### src/rtl/maxpool_layer_1.sv
// maxpool_layer_1
//   2x2 / stride-2 max pooling of the 1-bit conv1 feature maps. With binary
//   activations the max of a window is the OR of its four pixels. Pixels
//   arrive one position per valid_in cycle in row-major order, all CH channels
//   side by side. Even rows leave their horizontal-pair ORs in a half-width
//   line buffer. Odd rows combine that buffer with their own pairs to emit one
//   pooled pixel per window.
//
//   Ports
//     clk        system clock, rising edge
//     rst        asynchronous, active-high reset
//     pix_in     [CH]  one pixel position, bit i = conv1 channel i+1
//     valid_in   pix_in valid this cycle (may drop for any number of cycles)
//     pool_out   [CH]  pooled pixel, bit i = channel i+1 (holds between pulses)
//     valid_out  1-cycle pulse per pooled pixel, 1 cycle after the window's
//                bottom-right pixel
//     frame_done 1-cycle pulse, 1 cycle after the last pixel of a frame

// One channel's datapath. It holds the pair register, its slice of the line
// buffer and its output bit.
module maxpool_lane #(
   parameter int HW = 13,
   parameter int AW = 4
) (
   input  logic          clk,
   input  logic          rst,
   input  logic          valid_in,
   input  logic          pix,
   input  logic          col_odd,
   input  logic          row_odd,
   input  logic [AW-1:0] addr,
   output logic          pool
);
   logic          hold;
   logic          hpair;
   logic [HW-1:0] linebuf;

   assign hpair = hold | pix;

   always_ff @(posedge clk or posedge rst) begin
      if (rst) begin
         hold <= 1'b0;
         pool <= 1'b0;
      end else if (valid_in) begin
         if (!col_odd)
            hold <= pix;
         else if (row_odd)
            pool <= linebuf[addr] | hpair;
      end
   end

   // No reset is needed here. Each even row rewrites every entry before the
   // following odd row reads it.
   always_ff @(posedge clk) begin
      if (valid_in && col_odd && !row_odd)
         linebuf[addr] <= hpair;
   end
endmodule

module maxpool_layer_1 #(
   parameter int IN_W = 26,
   parameter int IN_H = 26,
   parameter int CH   = 8
) (
   input  logic          clk,
   input  logic          rst,
   input  logic [CH-1:0] pix_in,
   input  logic          valid_in,
   output logic [CH-1:0] pool_out,
   output logic          valid_out,
   output logic          frame_done
);
   localparam int CW = $clog2(IN_W);
   localparam int RW = $clog2(IN_H);
   localparam int HW = IN_W / 2;
   localparam int AW = CW - 1;

   logic [CW-1:0] col;
   logic [RW-1:0] row;
   logic          last_col;
   logic          last_row;

   assign last_col = (col == CW'(IN_W - 1));
   assign last_row = (row == RW'(IN_H - 1));

   // Position counters and the output pulses. With odd IN_W, the last column
   // has an even index, so it only loads hold and is never paired. With odd
   // IN_H, the last row has an even index, so it only fills the buffer.
   always_ff @(posedge clk or posedge rst) begin
      if (rst) begin
         col        <= '0;
         row        <= '0;
         valid_out  <= 1'b0;
         frame_done <= 1'b0;
      end else begin
         valid_out  <= valid_in & row[0] & col[0];
         frame_done <= valid_in & last_col & last_row;
         if (valid_in) begin
            if (last_col) begin
               col <= '0;
               row <= last_row ? '0 : row + RW'(1);
            end else begin
               col <= col + CW'(1);
            end
         end
      end
   end

   for (genvar i = 0; i < CH; i++) begin : g_lane
      maxpool_lane #(.HW(HW), .AW(AW)) u_lane (
         .clk      (clk),
         .rst      (rst),
         .valid_in (valid_in),
         .pix      (pix_in[i]),
         .col_odd  (col[0]),
         .row_odd  (row[0]),
         .addr     (col[CW-1:1]),
         .pool     (pool_out[i])
      );
   end
endmodule

### config.mk
export PLATFORM = sky130hd
export DESIGN_NAME = maxpool_layer_1
export DESIGN_NICKNAME = d
export VERILOG_FILES = /design/src/rtl/maxpool_layer_1.sv
export SDC_FILE = /design/constraint.sdc
export NUM_CORES = 1
export LEC_CHECK = 0
export ABC_AREA = 0
export BUFFER_PORTS_ARGS = -buffer_cell sky130_fd_sc_hd__buf_2
export CAP_MARGIN = 20
export CELL_PAD_IN_SITES_DETAIL_PLACEMENT = 0
export CELL_PAD_IN_SITES_GLOBAL_PLACEMENT = 1
export CORE_UTILIZATION = 45
export DETAILED_ROUTE_END_ITERATION = 12
export GPL_TIMING_DRIVEN = 1
export PLACE_DENSITY = 0.8
export SLEW_MARGIN = 25
export SYNTH_ARGS = -nofsm -noshare
export SYNTH_HDL_FRONTEND = slang
export SYNTH_SLANG_ARGS = --single-unit
### constraint.sdc
create_clock -name clk -period 2.5 [get_ports clk]
set_clock_uncertainty 0.05 [all_clocks]
set_input_delay 0.75 -clock clk [delete_from_list [all_inputs] [get_ports clk]]
set_output_delay 0.75 -clock clk [all_outputs]
set_load 0.01 [all_outputs]
---- After elaboration in Yosys (flattened, before gate mapping) ----
Index checks and enable logic that the tools add are counted.
operators by class
  $lt $le $gt $ge ......................... 2
  equal/unequal tests ..................... 2
  bitwise operators ....................... 21
  mux-type cells .......................... 28
  reductions and logical operators ........ 7
  $add $sub $neg .......................... 2
operators by type and width
  kind                                                        number
  bitwise mux 13 bit                                          8
  binary-select mux 1 bit (select 4 bit)                      8
  bitwise OR 1 bit                                            16
  adder 5 x 1 -> 5 bit, second input constant                 2
  equality test 5 bit, second input constant                  2
  two-way mux 5 bit                                           2
  two-way mux 1 bit                                           9
  less-than comparator 4 x 5 -> 1 bit, second input constant  1
  AND 1 bit                                                   4
  demux 1 bit (select 4 bit)                                  1
  >= comparator 4 x 1 -> 1 bit, second input constant         1
  AND reduction 2 bit                                         2
  logical AND 1 bit                                           3
  AND reduction 3 bit                                         1
  logical NOT 1 bit                                           1
  inverter 1 bit                                              1
storage, ports and cells
  input bits .............................. 11
  logic and storage cells ................. 90
  flip-flop bits (word level) ............. 132

---- Longest topological paths before layout ----
Gate-level depths: netlist (run 1).
  word-level depth ........................ 5
  mapped depth ............................ 7

---- By module ----
Synthesis (run 1) repeated with hierarchy kept, for this count alone.
unflattened totals
  cells, all modules ...................... 541
  area, all modules ....................... 6618.8 µm²
modules (own cells, without submodules)
  module                                times used  cells each  area an instance (µm²)
  maxpool_lane at g_lane[0].u_lane ...  7           60          743.2
  maxpool_lane at g_lane[7].u_lane      1           60          744.5
  maxpool_layer_1                       1           61          671.9

---- Worst setup path before layout (run 1) ----
Ideal clock, no wire load.
  path type ............................... input -> register
  start ................................... input port valid_in
  end ..................................... register g_lane[0].u_lane.linebuf[3] (enable)
  setup time .............................. 0.383 ns
  path slack .............................. 0.339 ns
  stages .................................. 3
  data arrival time ....................... 1.728 ns
  required time ........................... 2.067 ns
  buffers on the path ..................... 1
  cell sequence ........................... clkbuf_1 -> nand3b_1 -> nor3_1
on the way
  cells in the longest elaborated chain, start to end .. 2
RTL lines
  item                             line  RTL
  from (decl)                      68    input logic valid_in,
  logical AND 1 bit (2 in series)  55    if (valid_in && col_odd && !row_odd)
  to (signal, indexed assignment)  56    linebuf[addr] <= hpair;
  to (decl)                        36    logic [HW-1:0] linebuf;
Every way passes these cells.
A chain may end at the register's enable or synchronous reset.

---- Worst setup path after layout (run 1) ----
  start ................................... register col[1]
  end ..................................... register g_lane[5].u_lane.pool
on the way
  cells in the longest elaborated chain, start to end .. 3
RTL lines
  item                                     line  RTL
  from (decl)                              78    logic [CW-1:0] col;
  from (signal assigned)                   103   col <= col + CW'(1);
  binary-select mux 1 bit (select 4 bit)   48    pool <= linebuf[addr] | hpair;
  two-way mux 1 bit (not written as such)  48
  bitwise OR 1 bit                         48
  to (signal assigned)                     48
  to (decl)                                32    output logic pool
Every way passes these cells. The select of a mux whose other input is x is not followed.

==> reports/summary.md, run 1 <==
• 89.7% — ratio of final minimum period to clock period
• 0 — max-cap violation count
• built — TritonCTS clock tree
• 42 — count of distinct cell types in the synthesized netlist
• 0 — total congestion overflow
• flop — kind of start point of the critical path
• 2.70 ns — required time of the critical path
• 39 — standard-cell row count
• edfxtp_1 — main flop type after synthesis
• 0 — Max Transition Viols Final
• 0 — final antenna diode count
• flop to flop — Worst Path Class, Setup
• 2.45 ns — Crit path arrival time
• 20 — quantity of I/O buffers inserted on ports
• 35.3% — Clock Power Share
• 18 — crit path max fanout
• clkbuf_16 — root buffer cell
• 1370 sq um — area used by multi-input combinational logic
• 0 — Warnings, synthesis
• 0 — number of setup violations in the final report
• 0.00682 W — total power after layout
• 0 — initial antenna violation count
• 530 — Finished Layout Cells
• 17100 um — first-pass GRT wire length
• 21.2% — proportion of register bits with asynchronous set or reset after synthesis
• 1090 nW/um^2 — power per unit of standard cell area
• 0.00487 W — internal power
• flop — element type at the critical path end
• 19.9 um — average routed wire per standard cell
• 16.1 sq um — Avg Cell Area, Syn
• 3078 — vias in the first global route
• 17 — Inserted Clock Buffers
• 2.23 nW — Leak Pwr
• 21 — number of I/O pins
• 0.41 ns — insertion delay to the later sink of the worst-skew pair
• 240 — starting DRC count in detailed routing
• 5400 sq um — netlist area before placement
• 498 — number of placed cells counting well taps
• design-rule violations — failing checks
• 0.00195 W — total net switching power
• 12400 sq um — area of the die
• 0.05 ns — Clock Pin Slew Worst Setup and Hold Paths
• 46.7% — starting density of the core
• 132 — # clock sinks
• 104 — number of enable-type register cells in the synthesized netlist
• 0 — total of hold buffers inserted after clock tree synthesis
• 2 — count of unresolved DRC violations after routing
• 27 — maximum number of pins on one net before global-route repair
• 616 uV — largest vdd supply drop
• no — RSZ-0062 raised after global routing
• 28.6% — switch share
• 15.7% — area grow syn2layout
• 112 um — die width
• 2 — Bufs on Longest Clock Path
• 25.1% — share of final-layout standard cells stronger than drive strength 1
• 10600 um — final wirelength
• 70.8% — sequential fraction of the synthesis area
• edfxtp_1, mux2i_1, dfrtp_1 — top library cells by usage in the layout, fill and taps aside
• 112 um — Vert. Die Dim
• 0.446 GHz — Peak Freq
• 132 — flip-flop and latch count after synthesis
• 351 — total nets after synthesis
• input port to asynchronous set/reset pin — Hold/Removal Path Class
• 53.5% — remaining max-slew budget at the tightest pin
• 0 — CTS resizes
• finished, violations left — run status
• 22.5% — part of the total power dissipated in combinational logic
• col[1] — worst r2r src
• 4 — CTS H-Tree Depth
• 0 ns — total negative setup slack
• 336 — Gate Count Post-Synth
• 5.62 — post-DR vias/cell
• 0.786 — global placement routability congestion
• 389 — layout net count
• 8 — total iterations of the first detailed-routing run
• 7170 um — final HPWL from detailed placement
• 0 — final hold violations
• 885 — Fill cells
• 0 — Post-CTS Repair Setup Buffers
• 3820 sq um — sequential cell area
• 11600 sq um — Core Area
• 2.24 ns — post-layout minimum cycle time
• edfxtp_1 — leading cell type in the layout, fill and taps excluded
• col[1] — critical path startpoint
• 18.8% — GRT Resource Usage Total
• 42.2% — relative contribution of sequential cells to total power
• 0.680 ns — slew of the pin with the lowest slew margin
• 2978 — via count
• 0 — antenna-violating nets left
-- power by group through the flow --
stage | Clock, W | Combinational (W) | Sequential, W
floorplan | 0 | 0.00134 | 0.00281
global route | 0.00253 | 0.00169 | 0.00291
detailed placement | 0 | 0.00154 | 0.00292
global placement | 0 | 0.00150 | 0.00291
CTS | 0.00243 | 0.00155 | 0.00288
finish | 0.00241 | 0.00153 | 0.00288
-- worst max-delay path, stage by stage (launching register included) --
cell	delay (ns)
dfrtp_1	0.74
or3b_1	0.39
o22ai_1	0.15
a2111oi_0	0.62
a21oi_1	0.14
-- sequential cells by signal (all words and copies together) (netlist names) --
register and count:
g_lane.u_lane.linebuf 104, g_lane.u_lane.hold 8, g_lane.u_lane.pool 8, col 5
row 5, frame_done 1, valid_out 1
-- kinds of logic (layout without fill, tap and decap cells) --
logic type / after synthesis / in the layout / share of synthesized area, %
DFF: 132 / 132 / 70.8
and+or+nand+nor: 67 / 67 / 6.58
AOI/OAI and AO/OA: 55 / 55 / 6.72
muxes: 49 / 49 / 11.2
buffers and inverters: 29 / 80 / 3.73
adders and majority gates: 4 / 4 / 0.927
-- metrics by stage --
step / instance area, sq um / worst slack [ns] / hold slack (ns) / util, %
after floorplan: 5400 / 0.339 / 0.396 / -
after global placement: 5670 / 0.354 / 0.422 / 49.0
after detailed placement: 5670 / 0.309 / 0.427 / 49.0
after CTS: 6250 / 0.280 / 0.187 / 54.0
after global routing: 6250 / 0.147 / 0.197 / 54.0
final: 6250 / 0.257 / 0.187 / 54.0
-- worst paths after layout --
| path | slack [ns] | to | cells after the start |
|---|---|---|---|
| worst max register to register | 0.26 | g_lane[5].u_lane.pool | 4 |
| worst min-delay path | 0.19 | row[4] | 2 |
| worst min register to register | 0.44 | row[4] | 1 |
| max in group asynchronous | 1.73 | col[2] | 3 |
| worst max-delay path | 0.26 | g_lane[5].u_lane.pool | 4 |
| min in group clk | 0.44 | row[4] | 1 |
-- layout make-up --
type                       instances  share of cell area, %
clock buffer                      20                   6.99
clock inverter                    12                   2.20
inverter                           4                  0.240
multi-input combinational        175                   22.0
sequential                       132                   61.2
tap                              143                   2.86
timing repair buffer              44                   4.49
-- layer usage --
layer	track usage, %	up-vias	share of wire [%]
li1	-	1382	-
met1	25.1	1497	45
met2	28.7	82	48
met3	5.99	17	6.0
met4	7.84	0	1.4
met5	0	-	0
-- cell usage after synthesis (2+ instances only) --
| cell | number | share of area (%) |
|---|---|---|
| edfxtp_1 | 104 | 58 |
| mux2_2 | 8 | 1.7 |
| o22ai_1 | 8 | 0.93 |
| or2_2 | 9 | 1.0 |
| mux4_2 | 7 | 2.9 |
| buf_4 | 11 | 1.5 |
| nand2b_1 | 4 | 0.46 |
| buf_1 | 2 | 0.14 |
| ha_1 | 4 | 0.93 |
| nand3b_1 | 3 | 0.42 |
| mux2i_1 | 33 | 6.1 |
| nand2_1 | 10 | 0.70 |
| a31oi_1 | 2 | 0.23 |
| nor2_1 | 20 | 1.4 |
| inv_1 | 3 | 0.21 |
| clkbuf_1 | 5 | 0.35 |
| a221oi_1 | 8 | 1.3 |
| a22o_1 | 2 | 0.32 |
| and2_1 | 3 | 0.35 |
| o21ai_1 | 7 | 0.65 |
| buf_2 | 3 | 0.28 |
| nor3_1 | 5 | 0.46 |
| a21oi_1 | 8 | 0.74 |
| a2111oi_0 | 8 | 1.3 |
| dfrtp_1 | 28 | 13 |
| nand3_1 | 5 | 0.46 |
| buf_6 | 2 | 0.42 |
| buf_12 | 2 | 0.74 |
| o21ai_0 | 9 | 0.83 |
Note: power is estimated with default switching activity, not from simulation.
==> run 2, diff against run 1 <==
- ABC_AREA: 0 -> 1
- PLACE_DENSITY: 0.8 -> 0.87
- SYNTH_HIERARCHICAL: default -> 1
- clock period: 2.5 -> 2.7 ns (I/O delays scaled with it)
==> run 2 against run 1 <==
The run now ends clean. Synthesized cell count rose by 150%. Register-to-register slack improved by 0.46 ns. Final cell count rose by 100%. Power rose by 12%. Critical endpoint is now g_lane[7].u_lane/pool. Largest power group unchanged.
==> reports/summary.md, run 2 <==
• 6 — Warnings, synthesis
• 21 — number of I/O pins
• 0.42 ns — insertion delay to the later sink of the worst-skew pair
• 20 — quantity of I/O buffers inserted on ports
• flop to flop — Worst Path Class, Setup
• 2.24 ns — Crit path arrival time
• 9060 um — final HPWL from detailed placement
• flip-flops — Top Family by Delay on Critical Path
• 8.21 sq um — Avg Cell Area, Syn
• 13.6% — area grow syn2layout
• 0 — total of hold buffers inserted after clock tree synthesis
• 833 — Gate Count Post-Synth
• 5173 — via count
• 611 uV — largest vdd supply drop
• nand2_1 — leading cell type in the layout, fill and taps excluded
• g_lane[7].u_lane/pool — worst flop-to-flop path endpoint
• finished clean — run status
• built — TritonCTS clock tree
• no — RSZ-0062 raised after global routing
• 10.8% — share of final-layout standard cells stronger than drive strength 1
• buf_4 > inv_6 > nand2_1 > nand2_1 > nand2_1 > nand2_1 > nand2_1 > nand2_1 > nor2_1 > nor2_1 — critical path, cell by cell
• 0.771 — global placement routability congestion
• 6420 um — length of routed wiring on met1
• 51 — crit path max fanout
• nand2_1 — most frequently used cell type in the post-synthesis netlist
• 0.504 GHz — Peak Freq
• 0 ns — total negative setup slack
• nand2_1 — critical path's most frequent cell
• edfxtp_1 — post-synthesis cell type with the largest combined area
• 0 — CTS resizes
• 40.2% — remaining max-slew budget at the tightest pin
• 0.72 ns — register-to-register setup slack
• 0 — final antenna diode count
• 0 — number of setup violations in the final report
• 46.5% — starting density of the core
• 17 — Inserted Clock Buffers
• 3.48 nW — Leak Pwr
• 10 — Worst R2R Path Depth
• 0.897 ns — slew of the pin with the lowest slew margin
• 125 um — Vert. Die Dim
• 125 um — die width
• 15700 sq um — area of the die
• 1394 — Fill cells
• 0 — max-cap violation count
• 45.7% — share of Yosys cell area claimed by the top area cell type
• input port to asynchronous set/reset pin — Hold/Removal Path Class
• edfxtp_1 — main flop type after synthesis
• g_lane.u_lane/linebuf x104, g_lane.u_lane/hold x8, g_lane.u_lane/pool x8 — largest registers ranked by flip-flop count
• 0.90 ns — stage delay of the slowest cell on the critical path
• 4 — CTS H-Tree Depth
• nand2_1, nor2_1, edfxtp_1, inv_1, nand3_1 — top post-synthesis cells by count
• edfxtp_1, nand2_1, dfrtp_1 — top cells by area, synth
• 362 — starting DRC count in detailed routing
• col[1] — worst r2r src
• 473 um — routed wl met3
• dfrtp_4 — Critical Path Slowest Stage Cell
• met4 — top layer reached by signal wires
• 52.9% — final core utilization
• 12.9 um — average routed wire per standard cell
• 0 — antenna-violating nets left
• 132 — flip-flop and latch count after synthesis
• 1.98 ns — post-layout minimum cycle time
• 44 — standard-cell row count
• 0 — Max Transition Viols Final
• g_lane.u_lane/linebuf — register ranked first by flip-flop count
• 7 — total iterations of the first detailed-routing run
• 4.84 — post-DR vias/cell
• 21.2% — proportion of register bits with asynchronous set or reset after synthesis
• 0 — Post-CTS Repair Setup Buffers
• 4888 — vias in the first global route
• 0 — final hold violations
• 73.5% — ratio of final minimum period to clock period
• 55.9% — sequential fraction of the synthesis area
• 0 — initial antenna violation count
• flop — kind of start point of the critical path
• flop — element type at the critical path end
• 0 — total congestion overflow
• 14700 sq um — Core Area
• 0.06 ns — Clock Pin Slew Worst Setup and Hold Paths
• 2.95 ns — required time of the critical path
• 887 — layout net count
• 0 — count of unresolved DRC violations after routing
• 985 nW/um^2 — power per unit of standard cell area
• 6840 sq um — netlist area before placement
• 2 — Bufs on Longest Clock Path
• 25 — count of distinct cell types in the synthesized netlist
• 2 — buffers plus inverters on the worst setup path
• clkbuf_16 — root buffer cell
• 52 — maximum number of pins on one net before global-route repair
• 104 — number of flip-flops in the largest register
• 132 — # clock sinks
• 6690 um — met2 wire len
• 104 — number of enable-type register cells in the synthesized netlist
• nand2_1, nor2_1, edfxtp_1 — top library cells by usage in the layout, fill and taps aside
• 23000 um — first-pass GRT wire length
• 10 — number of stages on the worst setup path
• 13800 um — final wirelength
• 18.9% — GRT Resource Usage Total
• 848 — total nets after synthesis
-- run 2: worst max-delay path by stage --
stage / startpoint / to / slack (ns)
after floorplan: col[2] / g_lane[0].u_lane/linebuf[10] / 0.49
after global placement: valid_in / g_lane[1].u_lane/linebuf[12] / 0.53
after detailed placement: valid_in / g_lane[1].u_lane/linebuf[0] / 0.54
after CTS: col[1] / g_lane[7].u_lane/pool / 0.70
after global routing: col[1] / g_lane[7].u_lane/pool / 0.59
final: col[1] / g_lane[7].u_lane/pool / 0.72
-- run 2: layout make-up --
cell class / instances / area, sq um / area share [%]
clock buffers: 22 / 464 / 5.98
clock inverters: 10 / 106 / 1.37
inverters: 116 / 475 / 6.12
multi-input cells: 576 / 2450 / 31.5
flip-flops and latches: 132 / 3830 / 49.3
well taps: 184 / 230 / 2.96
repair buffers: 29 / 218 / 2.80
-- run 2: power breakdown --
group          switching [W]  internal (W)  total, W
combinational        0.00181      0.000810   0.00262
clock               0.000806       0.00139   0.00220
sequential          0.000406       0.00243   0.00284
-- run 2: stage by stage --
stage | hold WS (ns) | area [sq um] | cells | worst slack, ns | total power (W)
after detailed placement | 0.472 | 7200 | 1037 | 0.540 | 0.00552
final | 0.318 | 7770 | 1069 | 0.716 | 0.00765
after floorplan | 0.442 | 6840 | 833 | 0.486 | 0.00476
after global placement | 0.470 | 7200 | 1037 | 0.533 | 0.00549
after CTS | 0.306 | 7770 | 1069 | 0.703 | 0.00774
after global routing | 0.317 | 7770 | 1069 | 0.588 | 0.00820
-- run 2: cell families after synthesis --
kind of cell,Yosys count,share of synthesized area [%]
AO/OA/AOI/OAI,20,1.65
XOR/XNOR,1,0.128
adder cells (fa/ha/maj),4,0.732
buffers and inverters,125,8.34
flip-flops,132,55.9
multiplexers,1,0.146
AND/OR/NAND/NOR,550,33.1
-- run 2: routing by layer --
layer  GRT usage (%)  vias to the layer above
met2            31.6                       82
met4            7.96                        0
met1            24.3                     2369
met5               0                        -
li1                -                     2708
met3            3.47                       14
==> run 3, diff against run 2 <==
- ABC_AREA: 1 -> 0
- PLACE_DENSITY: 0.87 -> 0.85
- clock period: 2.7 -> 1.7 ns (I/O delays scaled with it)
==> run 3 against run 2 <==
Register-to-register slack got worse by 0.88 ns. The run now ends with negative setup slack left. Sequential share of layout area fell by 5.8 points. Via count fell by 12%. Die area fell by 3.2%. Largest cell class unchanged. Non-clock buffer count rose by 53. Synthesized cell count fell by 35%. Clock power rose by 63%.
==> reports/summary.md, run 3 <==
• 43 — standard-cell row count
• 2.11 ns — Crit path arrival time
• 4422 — vias in the first global route
• 621 — layout net count
• 17 — Inserted Clock Buffers
• 63.7% — remaining max-slew budget at the tightest pin
• 19.0% — GRT Resource Usage Total
• g_lane.u_lane/linebuf — register ranked first by flip-flop count
• 47.2% — share of Yosys cell area claimed by the top area cell type
• 132 — flip-flop and latch count after synthesis
• 1 — initial antenna violation count
• 0 — final hold violations
• 6 — Warnings, synthesis
• 899 uV — largest vdd supply drop
• 58 — number of setup violations in the final report
• 8 — crit path max fanout
• 350 — starting DRC count in detailed routing
• 104 — number of enable-type register cells in the synthesized netlist
• 123 um — die width
• 18.5 um — average routed wire per standard cell
• 109% — ratio of final minimum period to clock period
• 0.742 — global placement routability congestion
• 1.86 ns — post-layout minimum cycle time
• flop — kind of start point of the critical path
• -0.160 ns — post-layout worst setup margin
• 1016 — Fill cells
• 0.42 ns — insertion delay to the later sink of the worst-skew pair
• edfxtp_1 — most frequently used cell type in the post-synthesis netlist
• g_lane.u_lane/linebuf x104, g_lane.u_lane/hold x8, g_lane.u_lane/pool x8 — largest registers ranked by flip-flop count
• edfxtp_1, dfrtp_1, nor2_1 — top cells by area, synth
• 0 — antenna-violating nets left
• 5.67 — post-DR vias/cell
• 47.0% — starting density of the core
• 56 — maximum number of pins on one net before global-route repair
• edfxtp_1, nor2_1, nor3_1, nand2_1 — top post-synthesis cells by count
• 0.06 ns — Clock Pin Slew Worst Setup and Hold Paths
• buf_12 > mux4_2 > a2111oi_4 > nor3_2 — critical path, cell by cell
• 0 — final antenna diode count
• flop — element type at the critical path end
• 123 um — Vert. Die Dim
• built — TritonCTS clock tree
• 4 — total iterations of the first detailed-routing run
• 6620 sq um — netlist area before placement
• 3.01 nW — Leak Pwr
• 0 — total congestion overflow
• 47.8% — share of final-layout standard cells stronger than drive strength 1
• 1.95 ns — required time of the critical path
• 8280 um — final HPWL from detailed placement
• 104 — number of flip-flops in the largest register
• 20 — quantity of I/O buffers inserted on ports
• clkbuf_16 — root buffer cell
• 0 — count of unresolved DRC violations after routing
• 57.8% — sequential fraction of the synthesis area
• 15200 sq um — area of the die
• 0.56 ns — stage delay of the slowest cell on the critical path
• negative setup slack — failing checks
• 132 — # clock sinks
• 12.2 sq um — Avg Cell Area, Syn
• 21 — number of I/O pins
• 0 — total of hold buffers inserted after clock tree synthesis
• -0.16 ns — register-to-register setup slack
• input port to asynchronous set/reset pin — Hold/Removal Path Class
• 2 — Bufs on Longest Clock Path
• 21.2% — proportion of register bits with asynchronous set or reset after synthesis
• yes — RSZ-0062 raised after global routing
• edfxtp_1 — main flop type after synthesis
• edfxtp_1 — leading cell type in the layout, fill and taps excluded
• 0 — Max Transition Viols Final
• 541 — Gate Count Post-Synth
• dfrtp_2 — Critical Path Slowest Stage Cell
• flop to flop — Worst Path Class, Setup
• edfxtp_1 — post-synthesis cell type with the largest combined area
• edfxtp_1, nor2_1, nor3_2 — top library cells by usage in the layout, fill and taps aside
• 0.538 GHz — Peak Freq
• 14100 sq um — Core Area
• -5.01 ns — total negative setup slack
• 0.0331 ns — final worst hold slack
• 14800 um — final wirelength
• 40 — count of distinct cell types in the synthesized netlist
• 33.4% — area grow syn2layout
• 4 — CTS H-Tree Depth
• 556 — total nets after synthesis
• 0 — max-cap violation count
• 0.544 ns — slew of the pin with the lowest slew margin
• 21700 um — first-pass GRT wire length
• 4534 — via count
• 1590 nW/um^2 — power per unit of standard cell area
• finished, violations left — run status
-- run 3: cell count changes after synthesis, sizes merged, moves of 24 or more --
| cell | before | now |
|---|---|---|
| nand2 | 315 | 33 |
| inv | 116 | 28 |
| nor2 | 169 | 99 |
| nor3 | 10 | 49 |
| nand3 | 36 | 11 |
| nor2b | 0 | 25 |
| mux4 | 0 | 24 |
-- run 3: worst paths after layout --
check / from / endpoint / cells after the start
min in group clk: pix_in[1] / g_lane[1].u_lane/hold / 2
max reg2reg: col[1] / g_lane[0].u_lane/pool / 4
max: col[1] / g_lane[0].u_lane/pool / 4
max in group asynchronous: rst / col[0] / 2
min: rst / g_lane[2].u_lane/pool / 2
min reg2reg: row[4] / row[4] / 1
-- run 3: area by class of cell --
type / count / area [sq um] / share of cell area, %
flip-flops and latches: 132 / 3840 / 43.5
multi-input cells: 345 / 3240 / 36.7
repair buffers: 82 / 841 / 9.52
clock buffers: 19 / 433 / 4.90
well taps: 180 / 225 / 2.55
clock inverters: 13 / 140 / 1.59
inverters: 28 / 115 / 1.30
-- run 3: timing repair --
item	CTS	global route
gates resized for setup	26	188
setup buffers	5	13
pin swaps	0	66
endpoints found under the setup margin	38	79
cloned	0	3
-- run 3: worst max-delay path, delay by kind of cell (launching register included) --
| kind | cells | cell delay (ns) |
|---|---|---|
| buffers and inverters | 1 | 0.18 |
| AO/OA/AOI/OAI | 1 | 0.32 |
| flip-flops | 1 | 0.56 |
| AND/OR/NAND/NOR | 1 | 0.08 |
| multiplexers | 1 | 0.54 |
-- run 3: report_power, final --
part           switching, W  internal (W)
combinational       0.00342       0.00281
sequential         0.000301       0.00391
clock               0.00132       0.00227
-- run 3: cell families after synthesis --
group           synth area share, %
flops                          57.8
simple gates                   20.7
buf+inv                        5.20
fa+ha+maj                     0.756
mux                            11.1
compound gates                 4.50
-- run 3: metal layers --
metal	track usage, %	share of wire, %	vias to the layer above
li1	-	-	2100
met1	24.2	42	2312
met2	31.1	52	103
met3	4.47	4.5	19
met4	8.28	1.4	0
met5	0	0	-
-- run 3: per-stage QoR --
stage | instance area, sq um | util (%) | power, W | std cells | setup slack (ns)
2_1_floorplan | 6610 | - | 0.00729 | 541 | -0.0310
3_3_place_gp | 7120 | 50.5 | 0.00850 | 746 | -0.216
3_5_place_dp | 7120 | 50.5 | 0.00861 | 746 | -0.263
4_1_cts | 7880 | 55.9 | 0.0125 | 783 | -0.137
5_1_grt | 8830 | 62.6 | 0.0146 | 799 | -0.240
6_report | 8830 | 62.6 | 0.0140 | 799 | -0.160
